**src/rtl/prog_loader.sv**
```systemverilog
// Serial program/data loader: deserialises 13-bit frames into a 16x8 imem or dmem,
// then gates core execution. Optional running checksum under PROG_LOADER_CHECKSUM_EN.
//
// state  | meaning
// IDLE   | waiting for a load mode or run request
// LEAD   | lead-in before bit 0 (the IDLE cycle that saw the mode is the first lead cycle)
// SHIFT  | sampling frame bits, one per BIT_CYCLES clocks
// COMMIT | write payload if the stop bit is clean
// GAP    | frame done; needs mode 00 (or 11) before anything else
// RUN    | core executing
// HALT   | core finished, done_out raised until mode 00
module prog_loader #(
  parameter int FRAME_BITS  = 13,
  parameter int BIT_CYCLES  = 2,
  parameter int LEAD_CYCLES = 2,
  parameter int DEPTH       = 16
) (
  input  logic       clk,
  input  logic       rst,
  input  logic       mosi_in,
  input  logic [1:0] mode_in,
  input  logic [3:0] imem_raddr,
  output logic [7:0] imem_rdata,
  input  logic [3:0] dmem_raddr,
  output logic [7:0] dmem_rdata,
  input  logic       dmem_we,
  input  logic [3:0] dmem_waddr,
  input  logic [7:0] dmem_wdata,
  input  logic       halt_in,
  output logic       run_out,
  output logic       done_out,
  output logic       frame_err_out,
  output logic [4:0] frames_rcvd,
  output logic [7:0] checksum_out
);

  localparam int AW = $clog2(DEPTH);
  localparam int PW = (BIT_CYCLES > 1) ? $clog2(BIT_CYCLES) : 1;
  localparam int BW = $clog2(FRAME_BITS);
  localparam int LW = (LEAD_CYCLES > 2) ? $clog2(LEAD_CYCLES - 1) : 1;

  localparam logic [1:0] MODE_IDLE = 2'b00;
  localparam logic [1:0] MODE_IMEM = 2'b01;
  localparam logic [1:0] MODE_DMEM = 2'b10;
  localparam logic [1:0] MODE_RUN  = 2'b11;

  typedef enum logic [2:0] {
    S_IDLE,
    S_LEAD,
    S_SHIFT,
    S_COMMIT,
    S_GAP,
    S_RUN,
    S_HALT
  } state_t;

  state_t                  state;
  logic [1:0]              tgt_mode;
  logic [LW-1:0]           lead_cnt;
  logic [PW-1:0]           phase;
  logic [BW-1:0]           bits_left;
  logic [FRAME_BITS-1:0]   sr;
  logic                    prev_run;

  logic [7:0]              imem [DEPTH];
  logic [7:0]              dmem [DEPTH];

  logic                    load_req;
  logic                    clr_cnt;
  logic                    commit_ok;
  logic [AW-1:0]           commit_addr;
  logic [7:0]              commit_byte;

  assign load_req    = (mode_in == MODE_IMEM) || (mode_in == MODE_DMEM);
  assign clr_cnt     = (state == S_IDLE) && load_req && prev_run;
  assign commit_ok   = (state == S_COMMIT) && !sr[FRAME_BITS-1];
  assign commit_addr = sr[AW-1:0];
  assign commit_byte = sr[AW+7:AW];

  always_ff @(posedge clk) begin
    if (rst) begin
      state         <= S_IDLE;
      tgt_mode      <= MODE_IDLE;
      lead_cnt      <= '0;
      phase         <= '0;
      bits_left     <= '0;
      sr            <= '0;
      prev_run      <= 1'b0;
      run_out       <= 1'b0;
      done_out      <= 1'b0;
      frame_err_out <= 1'b0;
      frames_rcvd   <= '0;
    end else begin
      prev_run <= (state == S_RUN) || (state == S_HALT);
      case (state)
        S_IDLE: begin
          run_out  <= 1'b0;
          done_out <= 1'b0;
          if (load_req) begin
            state    <= S_LEAD;
            tgt_mode <= mode_in;
            lead_cnt <= LW'(LEAD_CYCLES - 2);
            if (clr_cnt) frames_rcvd <= '0;
            // error clears only when this load starts from an empty count
            if (clr_cnt || (frames_rcvd == '0)) frame_err_out <= 1'b0;
          end else if (mode_in == MODE_RUN) begin
            state   <= S_RUN;
            run_out <= 1'b1;
          end
        end

        S_LEAD: begin
          if (mode_in != tgt_mode) begin
            frame_err_out <= 1'b1;
            state         <= (mode_in == MODE_RUN) ? S_RUN : S_IDLE;
            run_out       <= (mode_in == MODE_RUN);
          end else if (lead_cnt == '0) begin
            state     <= S_SHIFT;
            phase     <= '0;
            bits_left <= BW'(FRAME_BITS - 1);
          end else begin
            lead_cnt <= lead_cnt - 1'b1;
          end
        end

        S_SHIFT: begin
          if (mode_in != tgt_mode) begin
            frame_err_out <= 1'b1;
            state         <= (mode_in == MODE_RUN) ? S_RUN : S_IDLE;
            run_out       <= (mode_in == MODE_RUN);
          end else if (phase == PW'(BIT_CYCLES - 1)) begin
            phase <= '0;
            sr    <= {mosi_in, sr[FRAME_BITS-1:1]};
            if (bits_left == '0) state <= S_COMMIT;
            else                 bits_left <= bits_left - 1'b1;
          end else begin
            phase <= phase + 1'b1;
          end
        end

        S_COMMIT: begin
          if (!sr[FRAME_BITS-1]) begin
            if (frames_rcvd != 5'd31) frames_rcvd <= frames_rcvd + 5'd1;
          end else begin
            frame_err_out <= 1'b1;
          end
          state <= S_GAP;
        end

        S_GAP: begin
          if (mode_in == MODE_IDLE) begin
            state <= S_IDLE;
          end else if (mode_in == MODE_RUN) begin
            state   <= S_RUN;
            run_out <= 1'b1;
          end
        end

        S_RUN: begin
          if (mode_in == MODE_IDLE) begin
            state   <= S_IDLE;
            run_out <= 1'b0;
          end else if (halt_in) begin
            state    <= S_HALT;
            run_out  <= 1'b0;
            done_out <= 1'b1;
          end
        end

        S_HALT: begin
          if (mode_in == MODE_IDLE) begin
            state    <= S_IDLE;
            done_out <= 1'b0;
          end
        end

        default: state <= S_IDLE;
      endcase
    end
  end

  // Memories are deliberately left out of reset so a reset keeps a loaded program.
  always_ff @(posedge clk) begin
    if (commit_ok && (tgt_mode == MODE_IMEM)) imem[commit_addr] <= commit_byte;
  end

  always_ff @(posedge clk) begin
    if (commit_ok && (tgt_mode == MODE_DMEM))  dmem[commit_addr] <= commit_byte;
    else if ((state == S_RUN) && dmem_we)      dmem[dmem_waddr]  <= dmem_wdata;
  end

  assign imem_rdata = imem[imem_raddr];
  assign dmem_rdata = dmem[dmem_raddr];

`ifdef PROG_LOADER_CHECKSUM_EN
  logic [7:0] csum;

  always_ff @(posedge clk) begin
    if (rst || clr_cnt) csum <= 8'h00;
    else if (commit_ok) csum <= csum ^ commit_byte;
  end

  assign checksum_out = csum;
`else
  assign checksum_out = 8'h00;
`endif

endmodule

```
**config.mk**
```make
export PLATFORM = sky130hd
export DESIGN_NAME = prog_loader
export DESIGN_NICKNAME = d
export VERILOG_FILES = /design/src/rtl/prog_loader.sv
export SDC_FILE = /design/constraint.sdc
export NUM_CORES = 1
export LEC_CHECK = 0
export CORE_UTILIZATION = 50
export DETAILED_ROUTE_END_ITERATION = 12
export PLACE_DENSITY = 0.71
export SKIP_LAST_GASP = 1
export SLEW_MARGIN = 20
export SYNTH_ARGS = -nofsm -noshare
export SYNTH_HDL_FRONTEND = slang
export SYNTH_SLANG_ARGS = --single-unit
```
**constraint.sdc**
```tcl
create_clock -name clk -period 2.3 [get_ports clk]
set_input_delay 0.345 -clock clk [delete_from_list [all_inputs] [get_ports clk]]
set_output_delay 0.345 -clock clk [all_outputs]
set_load 0.02 [all_outputs]
```
==> impl_metrics.yaml <==
run_status:
  outcome: "finished, violations left"
  violations: "setup timing"
synth:
  synthAdderAreaFrac: 0.006361
  synth.yosys.seq_area_share: 0.7057
  synth_top_family_by_area: "multiplexers"
  synth-edff-count: 256
  synthMuxAreaShare: 0.1672
  avgSynthCellArea_sq_um: 17.85
  synth_warnings: 0
  async_flop_share: 0
  synth_seq_cells: 288
  netlist_area_sq_mm: 0.01180
  ys.flop_type: "edfxtp_1"
  ys_types: 50
  synth_xor_area_frac: 0.003711
  synthSimpleGateAreaFrac: 0.06446
  synth-compound-area-share: 0.02725
  synth_cells: 661
critical_path:
  worst_ep_arrival_time_ps: 2110
  timing.reg2reg.setup_slack_ps: 50
  cp_slowest_cell: "mux4_2"
  r2r-start: "state[2]"
  worst-path-max-fanout: 1
  crit_buf_inv: 1
  rr_worst_depth: 5
  path_cells: "mux4_2, mux4_2, buf_6"
  worst_ep_required_time_ps: 1960
  cp_common_cell: "mux4_2"
  max_stage_delay_ps: 520
  endpoint_kind: "primary output"
  crit_type: "flip-flop to primary output"
  cp-start-kind: "flip-flop"
  reg2reg_to: "dmem[3][7]"
  critPathTopFamily: "multiplexers"
power:
  ir_worst_vdd_mv: 0.5607
  switchingPower_w: 0.002214
  p_int_w: 0.008593
  combPwrFrac: 0.059
  p_per_area_mw_per_mm2: 764.7
  leakagePower_nw: 4.245
  clockPowerShare: 0.416
  netSwitchingFraction: 0.2049
  seq_power_share: 0.525
clocking:
  h-tree-depth: 1
  cts_tree: "done"
  cts_hold_buf: 0
  clockBufferDepth: 3
  cts.sinks: 288
  cts-buffers-inserted: 28
  root_buffer: "clkbuf_16"
  clock_latency_ps: 530
  postCtsSetupRepairBufs: 0
  clk_pin_slew_ps: 60
die:
  rows: 55
  start_util: 0.5150
  die_w_um: 155.6
  die_area_sq_mm: 0.02422
  ioPinCount: 59
  core-area_sq_mm: 0.02292
  die_h_um: 155.6
flow_run:
  maxCapViolations: 0
global_route:
  grt_pass1_vias: 6749
  gr-usage-met3: 0.03028
  antenna_found_initial: 0
  grt_max_degree: 31
  grt_remaining_overflow: 0
  top_usage_layer: "met2"
  met1_usage: 0.2929
  grt_pass1_wl_mm: 38.60
  use_met2: 0.3611
  grtUsageTotal: 0.2116
detailed_routing:
  ant_nets: 0
  wl_per_cell_um: 21.66
  via_count: 6434
  drc_errors: 0
  drtPass1Iterations: 5
  viasPerCell: 5.760
  first_iter_violations: 577
  routed_wirelength_mm: 24.20
sta:
  worst_pin_slew_ps: 878.2
  fin_ws_ps: -159.6
  max_freq_mhz: 406.6
  slew_headroom: 0.4124
  hold_viol: 0
  tns_ps: -1620
  period_needed_ps: 2460
  setup_viol: 16
  worst_clock_skew_ps: 14.79
  period_share: 1.069
  slew_violations: 0
  rsz0062_at_grt: "yes"
placement:
  gp_congestion: 0.8605
  numPortBuffers: 50
  dpl.hpwl_mm: 16.18
  placed_cells: 1064
cells_and_area:
  drive_above_1_share: 0.2910
  layout.nets: 815
  area_growth_pct: 19.76
  fin_cells: 1117
  antenna_cells: 0
worst_hold_path:
  hold_depth: 2
  hold_end: "frame_err_out"
  worstHoldStart: "frame_err_out"
  worst_hold_path_type: "flip-flop to flip-flop"
-- how the worst max path moves through the flow --
| stage | start | to | slack (ps) | depth (start not counted) |
|---|---|---|---|---|
| 6_report | dmem[11][0] | dmem_rdata[0] | -160 | 3 |
| 3_3_place_gp | dmem_raddr[1] | dmem_rdata[7] | -560 | 5 |
| 5_1_grt | dmem[11][0] | dmem_rdata[0] | -200 | 3 |
| 2_1_floorplan | dmem_raddr[0] | dmem_rdata[0] | 30 | 4 |
| 4_1_cts | dmem[10][7] | dmem_rdata[7] | -180 | 3 |
| 3_5_place_dp | dmem_raddr[1] | dmem_rdata[7] | -570 | 5 |
-- synthesized netlist by cell type (all sizes together) (5+ instances only) --
| master | number | area share |
|---|---|---|
| a21oi | 21 | 0.0089 |
| a31oi | 7 | 0.0037 |
| buf | 25 | 0.015 |
| clkbuf | 20 | 0.0067 |
| dfxtp | 32 | 0.054 |
| edfxtp | 256 | 0.65 |
| ha | 6 | 0.0064 |
| inv | 11 | 0.0035 |
| mux2i | 16 | 0.014 |
| mux4 | 80 | 0.15 |
| nand2 | 40 | 0.013 |
| nand3 | 7 | 0.0030 |
| nand3b | 5 | 0.0032 |
| nor2 | 57 | 0.018 |
| nor3 | 13 | 0.0055 |
| nor3b | 5 | 0.0032 |
| o21ai | 8 | 0.0034 |
| xor2 | 5 | 0.0037 |
-- timing repair --
action	4_1_cts	5_1_grt
cloned	1	0
gates resized for setup	99	0
endpoints found under the setup margin	16	16
-- worst reg2reg max path: cells and delay by family (launching register included) --
kind                   cells  cell delay, ps
buffers and inverters      1             210
DFF                        1             330
AOI/OAI and AO/OA          1             110
and+or+nand+nor            3            1210
-- through the flow --
step	hold WS (ps)	worst slack [ps]	cell area (sq um)	total power (W)	utilization
after floorplan	445.0	27.44	11850	0.006179	-
after global placement	454.0	-559.3	13160	0.006388	0.5743
after detailed placement	482.7	-573.8	13160	0.006407	0.5743
after CTS	470.7	-175.4	14130	0.01090	0.6168
after global routing	501.8	-197.2	14130	0.01115	0.6168
final	492.8	-159.6	14130	0.01081	0.6168
-- layout make-up --
| type | instances | area [sq um] |
|---|---|---|
| Clock buffer | 38 | 789.5 |
| Clock inverter | 14 | 128.9 |
| Fill cell | 1639 | 8782 |
| Inverter | 11 | 41.29 |
| Multi-Input combinational cell | 324 | 3224 |
| Sequential cell | 288 | 8328 |
| Tap cell | 313 | 391.6 |
| Timing Repair Buffer | 129 | 1230 |
-- power groups by stage --
| stage | sequential, W | combinational, W | clock, W |
|---|---|---|---|
| CTS | 0.00567 | 0.000639 | 0.00459 |
| global route | 0.00567 | 0.000691 | 0.00478 |
| finish | 0.00567 | 0.000636 | 0.00450 |
| detailed placement | 0.00578 | 0.000624 | 0 |
| global placement | 0.00578 | 0.000607 | 0 |
| floorplan | 0.00579 | 0.000390 | 0 |
-- metal layers --
metal | vias to the layer above | wire, um
met5 | - | 0
met4 | 0 | 350
met3 | 34 | 1576
met2 | 253 | 12270
met1 | 3294 | 10000
li1 | 2853 | -
-- flip-flops by register name, summed over array words and instances (netlist names), 2 cells and up --
signal       cells
bits_left        4
state            3
frames_rcvd      5
imem           128
dmem           128
sr              13
tgt_mode         2
-- placed cells by master, fill, tap and decap left out, types with 6 or more instances in the layout --
cell             count
edfxtp_1           256
mux4_2              80
buf_4               69
nor2_1              57
nand2_1             40
dfxtp_1             32
clkdlybuf4s50_1     30
clkbuf_16           29
a21oi_1             21
buf_6               17
mux2i_1             16
inv_1               11
nor3_1               9
conb_1               8
buf_12               8
a31oi_1              7
nand3_1              7
o21ai_0              7
ha_1                 6
clkbuf_1             6
clkinv_2             6
-- kinds of logic after synthesis --
logic type               count (synthesis)
AO/OA/AOI/OAI                           52
XOR/XNOR                                 5
adder cells (fa/ha/maj)                  6
buffers and inverters                   56
flip-flops                             288
multiplexers                            97
other                                    1
AND/OR/NAND/NOR                        156
Note: power is estimated with default switching activity, not from simulation.
